$ cat src/rtl/sram_like_arbiter_if.sv
// rtl/sram_like_arbiter_if.sv - SRAM-like req/addr_ok/data_ok port bundle
interface sram_like_arbiter_if;
  logic        req;
  logic        wr;
  logic [1:0]  size;
  logic [31:0] addr;
  logic [31:0] wdata;
  logic [31:0] rdata;
  logic        addr_ok;
  logic        data_ok;

  // master issues requests; slave answers with handshakes and read data
  modport master (output req, wr, size, addr, wdata, input rdata, addr_ok, data_ok);
  modport slave  (input req, wr, size, addr, wdata, output rdata, addr_ok, data_ok);
endinterface

$ cat src/rtl/sram_like_arbiter.sv
// rtl/sram_like_arbiter.sv - zero-latency inst/data arbiter onto one SRAM-like port
module sram_like_arbiter #(
  parameter int DEPTH      = 4,
  parameter int STARVE_MAX = 4
) (
  input  logic                clk,
  input  logic                resetn,
  sram_like_arbiter_if.slave  inst,
  sram_like_arbiter_if.slave  data,
  sram_like_arbiter_if.master mem
);
  localparam int CNT_W = $clog2(DEPTH + 1);
  localparam int PTR_W = (DEPTH > 1) ? $clog2(DEPTH) : 1;
  localparam int ST_W  = (STARVE_MAX > 0) ? $clog2(STARVE_MAX + 1) : 1;

  logic             ids [DEPTH];
  logic [PTR_W-1:0] wr_ptr, rd_ptr;
  logic [CNT_W-1:0] count;
  logic             lock_v, lock_src;
  logic [ST_W-1:0]  starve_cnt;

  logic grant_inst, full, empty, starved;
  logic accept, pop, bypass, push, resp_v, resp_inst;

  function automatic logic [PTR_W-1:0] ptr_next(input logic [PTR_W-1:0] p);
    return (p == PTR_W'(DEPTH - 1)) ? '0 : p + PTR_W'(1);
  endfunction

  always_comb begin
    full    = (count == CNT_W'(DEPTH));
    empty   = (count == '0);
    starved = (starve_cnt == ST_W'(STARVE_MAX));

    // a pending unaccepted request keeps its source so the bus fields stay stable
    if (lock_v) grant_inst = lock_src;
    else        grant_inst = inst.req & (~data.req | starved);

    mem.req   = (inst.req | data.req) & ~full & resetn;
    mem.wr    = grant_inst ? inst.wr    : data.wr;
    mem.size  = grant_inst ? inst.size  : data.size;
    mem.addr  = grant_inst ? inst.addr  : data.addr;
    mem.wdata = grant_inst ? inst.wdata : data.wdata;

    accept = mem.req & mem.addr_ok;
    bypass = empty & accept & mem.data_ok;
    pop    = resetn & ~empty & mem.data_ok;
    push   = accept & ~bypass;

    resp_v    = pop | bypass;
    resp_inst = pop ? ids[rd_ptr] : grant_inst;

    inst.addr_ok = accept & grant_inst;
    data.addr_ok = accept & ~grant_inst;
    inst.data_ok = resp_v & resp_inst;
    data.data_ok = resp_v & ~resp_inst;
    inst.rdata   = mem.rdata;
    data.rdata   = mem.rdata;
  end

  always_ff @(posedge clk) begin
    if (push) ids[wr_ptr] <= grant_inst;
  end

  always_ff @(posedge clk) begin
    if (!resetn) begin
      wr_ptr     <= '0;
      rd_ptr     <= '0;
      count      <= '0;
      lock_v     <= 1'b0;
      lock_src   <= 1'b0;
      starve_cnt <= '0;
    end else begin
      if (push) wr_ptr <= ptr_next(wr_ptr);
      if (pop)  rd_ptr <= ptr_next(rd_ptr);
      if (push && !pop)      count <= count + CNT_W'(1);
      else if (pop && !push) count <= count - CNT_W'(1);

      if (accept) begin
        lock_v <= 1'b0;
      end else if (mem.req) begin
        lock_v   <= 1'b1;
        lock_src <= grant_inst;
      end

      if (accept && grant_inst)                 starve_cnt <= '0;
      else if (accept && inst.req && !starved)  starve_cnt <= starve_cnt + ST_W'(1);
    end
  end
endmodule
$ cat src/flat_wrapper.sv
// flat-port wrapper written by rule: the top's interface ports become plain ports
module sram_like_arbiter_flat 
#(
  parameter int DEPTH      = 4,
  parameter int STARVE_MAX = 4
)
  (clk, resetn, inst_req, inst_wr, inst_size, inst_addr, inst_wdata, inst_rdata, inst_addr_ok, inst_data_ok, data_req, data_wr, data_size, data_addr, data_wdata, data_rdata, data_addr_ok, data_data_ok, mem_req, mem_wr, mem_size, mem_addr, mem_wdata, mem_rdata, mem_addr_ok, mem_data_ok);
  sram_like_arbiter_if inst_i ();
  sram_like_arbiter_if data_i ();
  sram_like_arbiter_if mem_i ();
  input  logic clk;
  input  logic resetn;
  input wire logic [$bits(inst_i.req)-1:0] inst_req;
  input wire logic [$bits(inst_i.wr)-1:0] inst_wr;
  input wire logic [$bits(inst_i.size)-1:0] inst_size;
  input wire logic [$bits(inst_i.addr)-1:0] inst_addr;
  input wire logic [$bits(inst_i.wdata)-1:0] inst_wdata;
  output wire logic [$bits(inst_i.rdata)-1:0] inst_rdata;
  output wire logic [$bits(inst_i.addr_ok)-1:0] inst_addr_ok;
  output wire logic [$bits(inst_i.data_ok)-1:0] inst_data_ok;
  input wire logic [$bits(data_i.req)-1:0] data_req;
  input wire logic [$bits(data_i.wr)-1:0] data_wr;
  input wire logic [$bits(data_i.size)-1:0] data_size;
  input wire logic [$bits(data_i.addr)-1:0] data_addr;
  input wire logic [$bits(data_i.wdata)-1:0] data_wdata;
  output wire logic [$bits(data_i.rdata)-1:0] data_rdata;
  output wire logic [$bits(data_i.addr_ok)-1:0] data_addr_ok;
  output wire logic [$bits(data_i.data_ok)-1:0] data_data_ok;
  output wire logic [$bits(mem_i.req)-1:0] mem_req;
  output wire logic [$bits(mem_i.wr)-1:0] mem_wr;
  output wire logic [$bits(mem_i.size)-1:0] mem_size;
  output wire logic [$bits(mem_i.addr)-1:0] mem_addr;
  output wire logic [$bits(mem_i.wdata)-1:0] mem_wdata;
  input wire logic [$bits(mem_i.rdata)-1:0] mem_rdata;
  input wire logic [$bits(mem_i.addr_ok)-1:0] mem_addr_ok;
  input wire logic [$bits(mem_i.data_ok)-1:0] mem_data_ok;
  assign inst_i.req = inst_req;
  assign inst_i.wr = inst_wr;
  assign inst_i.size = inst_size;
  assign inst_i.addr = inst_addr;
  assign inst_i.wdata = inst_wdata;
  assign inst_rdata = inst_i.rdata;
  assign inst_addr_ok = inst_i.addr_ok;
  assign inst_data_ok = inst_i.data_ok;
  assign data_i.req = data_req;
  assign data_i.wr = data_wr;
  assign data_i.size = data_size;
  assign data_i.addr = data_addr;
  assign data_i.wdata = data_wdata;
  assign data_rdata = data_i.rdata;
  assign data_addr_ok = data_i.addr_ok;
  assign data_data_ok = data_i.data_ok;
  assign mem_req = mem_i.req;
  assign mem_wr = mem_i.wr;
  assign mem_size = mem_i.size;
  assign mem_addr = mem_i.addr;
  assign mem_wdata = mem_i.wdata;
  assign mem_i.rdata = mem_rdata;
  assign mem_i.addr_ok = mem_addr_ok;
  assign mem_i.data_ok = mem_data_ok;
  sram_like_arbiter #(.DEPTH(DEPTH), .STARVE_MAX(STARVE_MAX)) u_core (.clk(clk), .resetn(resetn), .inst(inst_i), .data(data_i), .mem(mem_i));
endmodule
$ cat config.mk
export PLATFORM = sky130hd
export DESIGN_NAME = sram_like_arbiter_flat
export DESIGN_NICKNAME = d
export VERILOG_FILES = /design/src/rtl/sram_like_arbiter_if.sv /design/src/rtl/sram_like_arbiter.sv /design/src/flat_wrapper.sv
export SDC_FILE = /design/constraint.sdc
export NUM_CORES = 1
export LEC_CHECK = 0
export ABC_AREA = 1
export BUFFER_PORTS_ARGS = -buffer_cell sky130_fd_sc_hd__buf_2
export CAP_MARGIN = 20
export CORE_AREA = 3 3 118 120
export DETAILED_ROUTE_END_ITERATION = 8
export DIE_AREA = 0 0 121 123
export PLACE_DENSITY_LB_ADDON = 0.1
export SETUP_SLACK_MARGIN = 0.02
export SLEW_MARGIN = 40
export SYNTH_ARGS = -nofsm -noshare
export SYNTH_HDL_FRONTEND = slang
export SYNTH_SLANG_ARGS = --single-unit
$ cat constraint.sdc
create_clock -name clk -period 5.9 [get_ports clk]
set_input_delay 0.59 -clock clk [delete_from_list [all_inputs] [get_ports clk]]
set_output_delay 0.59 -clock clk [all_outputs]
set_load 0.01 [all_outputs]
==> summary.txt, run 1 <==
Floorplan
  • Die W: 121 um
  • IO Pins: 308
  • Core Box Area: 13100 sq um
  • Die Height: 123 um
  • Die area: 14900 sq um
  • FP Rows: 42
  • Initial Utilization: 17.5%

Power and ir drop
  • Worst vdd ir: 0.0997 mV
  • Overall Power: 0.569 mW
  • Pleak: 1.94 nW
  • Power per Cell Area: 184 nW/um^2

Drt
  • Routed length per placed instance: 12.3 um
  • 1st-pass router iterations: 5
  • Vias: 2713
  • Drc violations: 0
  • Detailed Route Iter0 Violations: 133
  • Vias/cell: 3.77
  • ANT nets after route: 0
  • WL final: 8890 um

Flow run
  • Max-cap viol count: 0

Logic synthesis
  • Unique masters post-synth: 24
  • Seq cells post-synth: 18
  • FFs w/ async S/R, synth: 0%
  • EDFF count, synth: 4
  • Yosys warns: 0
  • Syn nets: 588
  • Dominant synthesized flop cell: dfxtp_1
  • Sequential share of the synthesized area: 17.4%
  • Mapped Area: 2290 sq um
  • Avg Inst Size Synth: 5.64 sq um
  • Syn Inst Count: 407

Critical path
  • FF-to-FF Start: u_core.count[0]
  • CP dominant cell by count: nand2_1
  • Top delay family on crit path: buffers and inverters
  • Register-to-Register Path Depth: 14
  • CP Buf/Inv Count: 4
  • CP Launch Type: flop
  • Arrival time worst endpoint: 2.60 ns
  • Slowest Stage Delay on Critical Path: 0.64 ns
  • Crit-path cells: inv_1, ha_1, nand2_1, nand2_1, nand2_1, o21ai_4, buf_4, inv_4, nand2_1, nand2_1, buf_2
  • Type of the worst setup path: reg -> out
  • Crit-path max FO: 76
  • Worst path slowest cell: buf_4
  • Instance count on the critical path: 11
  • Critical Path Source: u_core.starve_cnt[0]
  • Critical path required time: 5.31 ns
  • CP endpoint kind: output port

Final layout
  • Area Growth Syn to Fin: 34.5%
  • Area taken by flip-flops and latches: 400 sq um
  • Cell area after layout: 3090 sq um
  • Layout Cells excl Fill: 720
  • Most common cell after layout, fill and taps aside: nand2_1
  • Commonest non-fill, non-tap cells in the layout: nand2_1, buf_2, inv_1, nor2_1, dfxtp_1
  • Multi-input logic area: 1220 sq um
  • Diode count: 0
  • Layout cell share with drive strength beyond 1: 41.0%
  • Layout net count: 726
  • Fillcell total: 1529

Run status
  • Status: completed

Clock tree
  • Htree depth: 1
  • CTS buffer count: 3
  • Post-cts repair resize count: 0
  • Reg clk slew, reported paths: 0.05 ns
  • Hold_buf cts: 0
  • Clock Sinks: 18
  • Later-pin clock latency in the skew report: 0.25 ns
  • Root Buffer: clkbuf_16
  • TritonCTS clock tree: done
  • Setup bufs post-CTS: 0
  • CTS Buffer Depth: 2

Place
  • Placed cell count: 716
  • Placed inst area: 3010 sq um
  • GPL Wtd Cong: 0.740
  • Hpwl dp: 7290 um
  • Port Buf Inserts: 211

Global routing
  • Grt peak-use layer: met2
  • GR Util met1: 13.0%
  • Largest net degree at the start of global routing: 77
  • Gr ovfl total: 0
  • Global-route met3 utilization: 2.33%
  • Initial antenna violation count: 0
  • First-pass GRT wire length: 12600 um
  • GRT Total Usage: 10.5%
  • Met2 Use GR: 18.2%
  • Vias in the first global route: 2510

STA
  • Max Fclk: 314 MHz
  • Setup TNS: 0 ns
  • RSZ-0062 raised after global routing: false
  • Measured slew at the worst slew-check pin: 0.803 ns
  • Slew Limit Fails: 0
  • Final Setup Violations: 0
  • Worst Clk Skew: 0.00447 ns
  • Crit path time final: 3.19 ns
  • Period utilisation layout: 54.0%
  • Hold Vio Cnt, Final: 0
  • Relative slew margins: 46.5%

Hold path
  • Hold Crit Depth: 2
  • Min-delay src: u_core.count[2]
  • Hold Crit Class: reg -> reg
## Yosys cell counts, types with 2 or more instances
library cell	instances	area, sq um
edfxtp_1	4	120
buf_2	6	30.0
buf_6	4	45.0
nor2_1	20	75.1
inv_1	22	82.6
dfxtp_1	14	280
buf_4	66	495
nand2_1	227	852
a21oi_1	9	45.0
xor2_1	2	17.5
nand3_1	5	25.0
o21ai_0	4	20.0
clkbuf_1	3	11.3
ha_1	8	100
inv_2	4	15.0
## layout make-up
class | count | area share, %
Tap cell | 176 | 7.14
Sequential cell | 18 | 13.0
Clock inverter | 1 | 0.122
Clock buffer | 3 | 2.43
Multi-Input combinational cell | 284 | 39.6
Inverter | 26 | 3.24
Timing Repair Buffer | 212 | 34.5
## worst reg2reg max path: stages (launching register included)
cell     delay (ns)
dfxtp_1        0.38
nor2_1         0.08
nand2_1        0.12
nand3_2        0.13
inv_2          0.10
nand2_2        0.12
inv_1          0.08
ha_1           0.14
inv_1          0.07
fa_1           0.38
nor2_1         0.11
nor2_1         0.05
nand2_1        0.07
o21ai_0        0.07
a21oi_1        0.12
## report_power, final
| group | total [mW] | internal [mW] | leakage (nW) | switching [mW] |
|---|---|---|---|---|
| clock network | 0.137 | 0.0901 | 0.0385 | 0.0468 |
| logic | 0.274 | 0.114 | 1.75 | 0.160 |
| registers | 0.158 | 0.144 | 0.151 | 0.0136 |
## path summary, 6_finish.rpt
check	endpoint	slack [ns]
hold reg to reg	u_core.count[2]	0.49
setup reg to reg	u_core.count[2]	3.84
hold / removal	u_core.count[2]	0.49
setup / recovery	mem_addr[19]	2.71
## layer usage
| layer | wire length, um | part of all wire [%] |
|---|---|---|
| met1 | 3590 | 40 |
| met2 | 4400 | 49 |
| met3 | 789 | 8.9 |
| met4 | 114 | 1.3 |
| met5 | 0 | 0 |
## cell families after synthesis
logic type	synth area share (%)
simple gates	42.7
fa+ha+maj	5.23
compound gates	4.20
buf+inv	29.6
xor+xnor	0.763
flops	17.4
## metrics by stage
| stage | hold slack (ns) | utilization (%) | setup WS (ns) |
|---|---|---|---|
| after floorplan | 0.451 | - | 3.67 |
| after global placement | 0.477 | 23.0 | 2.59 |
| after detailed placement | 0.479 | 23.0 | 2.85 |
| after CTS | 0.487 | 23.6 | 2.69 |
| after global routing | 0.537 | 23.6 | 2.39 |
| final | 0.486 | 23.6 | 2.71 |
(Power assumes the default switching activity.)
==> run 2: changes to the inputs <==
==> constraint.sdc (replaced) <==
create_clock -name clk -period 3.1 [get_ports clk]
set_input_delay 0.31 -clock clk [delete_from_list [all_inputs] [get_ports clk]]
set_output_delay 0.31 -clock clk [all_outputs]
set_load 0.01 [all_outputs]
==> run 2 against run 1 <==
  * Routed wire length increased by 2.4%
  * Global-route usage rose by 0.50 points
  * Largest cell class unchanged
  * Setup slack got worse by 2.1 ns
  * Power rose by 91%
  * Largest power group unchanged
==> summary.txt, run 2 (same netlist as run 1, synthesis figures left out) <==
Place
  • DP Worst Slack: 0.834 ns (-2.01 ns)
  • Placed cell count: 717 (+0.14%)
  • Hpwl dp: 7600 um (+4.2%)
  • Placed inst area: 3020 sq um (+0.58%)
  • Port Buf Inserts: 211 (unchanged)
  • GPL Wtd Cong: 0.754 (+2.0%)

Clock tree
  • Later-pin clock latency in the skew report: 0.25 ns (about the same)
  • CTS buffer count: 3 (unchanged)
  • CTS Buffer Depth: 2 (unchanged)
  • Root Buffer: clkbuf_16
  • Hold_buf cts: 0 (unchanged)
  • Clock Sinks: 18 (unchanged)
  • Htree depth: 1 (unchanged)
  • Setup bufs post-CTS: 0 (unchanged)
  • Post-cts repair resize count: 0 (unchanged)
  • TritonCTS clock tree: done
  • Reg clk slew, reported paths: 0.05 ns (about the same)

STA
  • Final Setup Violations: 0 (unchanged)
  • Max Fclk: 400 MHz
  • Measured slew at the worst slew-check pin: 0.773 ns (-0.0296 ns)
  • Crit path time final: 2.50 ns
  • RSZ-0062 raised after global routing: false
  • Hold_ws: 0.382 ns (-0.104 ns)
  • Setup TNS: 0 ns (unchanged)
  • Period utilisation layout: 80.7%
  • Setup slack after layout: 0.598 ns (-2.11 ns)
  • Hold Vio Cnt, Final: 0 (unchanged)
  • Worst Clk Skew: 0.00174 ns (-0.00273 ns)
  • Relative slew margins: 48.5% (+2.0 points)
  • Slew Limit Fails: 0 (unchanged)

Critical path
  • FF-to-FF Start: u_core.count[0]
  • Type of the worst setup path: reg -> out
  • Arrival time worst endpoint: 2.19 ns (-0.41 ns)
  • Critical Path Source: u_core.starve_cnt[0]
  • FF-to-FF setup slack: 1.02 ns (-2.82 ns)
  • Crit-path max FO: 75 (-1.3%)
  • Worst path slowest cell: buf_4
  • Slowest Stage Delay on Critical Path: 0.63 ns (about the same)
  • CP endpoint kind: output port
  • Register-to-Register Path Depth: 14 (unchanged)
  • Critical path required time: 2.79 ns (-2.52 ns)
  • CP dominant cell by count: nand2_1
  • Worst flop-to-flop path endpoint: u_core.count[2]
  • Crit-path cells: inv_1, ha_1, nand2_1, nand2_1, nand2_1, o21ai_4, buf_4, nand2_1, a21oi_1, buf_2
  • CP Launch Type: flop
  • CP endpoint: inst_data_ok

Final layout
  • Layout net count: 727 (+0.14%)
  • Commonest non-fill, non-tap cells in the layout: nand2_1, buf_2, inv_1, nor2_1, dfxtp_1
  • Diode count: 0 (unchanged)
  • Most common cell after layout, fill and taps aside: nand2_1
  • Layout cell share with drive strength beyond 1: 41.1% (+0.11 points)
  • Utilization after layout: 23.7% (+0.13 points)
  • Cell area after layout: 3100 sq um (+0.57%)
  • Area Growth Syn to Fin: 35.2%
  • Layout Cells excl Fill: 721 (+0.14%)

Global routing
  • First-pass GRT wire length: 13100 um (+3.9%)
  • Largest net degree at the start of global routing: 76 (-1.3%)
  • GRT Total Usage: 10.9% (+0.50 points)
  • Vias in the first global route: 2614 (+4.1%)
  • Initial antenna violation count: 0 (unchanged)
  • Gr ovfl total: 0 (unchanged)

Hold path
  • Min-delay src: resetn
  • Hold Crit Class: in -> reg

Floorplan
  • Core Box Area: 13100 sq um (unchanged)
  • Initial Utilization: 17.5% (unchanged)
  • Die Height: 123 um (unchanged)
  • Die area: 14900 sq um (unchanged)
  • Die W: 121 um (unchanged)
  • IO Pins: 308 (unchanged)
  • FP Rows: 42 (unchanged)

Power and ir drop
  • Worst vdd ir: 0.197 mV (+97%)
  • Pleak: 1.95 nW (+0.49%)
  • Power per Cell Area: 350 nW/um^2 (+90%)
  • Overall Power: 1.09 mW (+91%)

Drt
  • Detailed Route Iter0 Violations: 113 (-15%)
  • WL final: 9110 um (+2.4%)
  • Routed length per placed instance: 12.6 um (+2.3%)
  • Drc violations: 0 (unchanged)
  • Vias: 2734 (+0.77%)
  • ANT nets after route: 0 (unchanged)
  • Vias/cell: 3.79 (+0.63%)
  • 1st-pass router iterations: 4 (-1)

Run status
  • Status: completed

Flow run
  • Max-cap viol count: 0 (unchanged)
==> run 2: power breakdown <==
group / internal (mW) / total [mW] / leakage (nW) / switching, mW
Clock: 0.171 / 0.258 / 0.0385 / 0.0866
Sequential: 0.275 / 0.302 / 0.151 / 0.0268
Combinational: 0.221 / 0.528 / 1.76 / 0.307
Total: 0.667 / 1.09 / 1.95 / 0.420
==> run 2: worst min path at each step <==
stage,to,slack (ns),cells past startpoint
final,u_core.wr_ptr[0],0.38,3
after global routing,u_core.wr_ptr[0],0.41,3
after CTS,u_core.wr_ptr[0],0.38,3
after detailed placement,u_core.count[2],0.49,2
after global placement,u_core.starve_cnt[0],0.47,2
after floorplan,u_core.lock_src,0.45,2
==> run 2: metal layers <==
metal  GRT usage (%)  routed length (um)
met3            2.97                 931
met1            12.7                3440
met4            3.19                 127
met2            19.7                4610
met5               0                   0
==> run 2: final cells by class <==
class | instances | area (sq um)
tap | 176 | 220
fill | 1537 | 9980
clock inverter | 1 | 3.75
sequential | 18 | 400
inverter | 26 | 97.6
clock buffer | 3 | 75.1
multi-input combinational | 284 | 1220
timing repair buffer | 213 | 1080
==> run 2: critical path: cells and delay by family, from the launching register on <==
kind,cells,cell delay [ns]
flip-flops,1,0.33
adder cells (fa/ha/maj),1,0.17
AND/OR/NAND/NOR,4,0.34
buffers and inverters,3,0.86
AO/OA/AOI/OAI,2,0.25
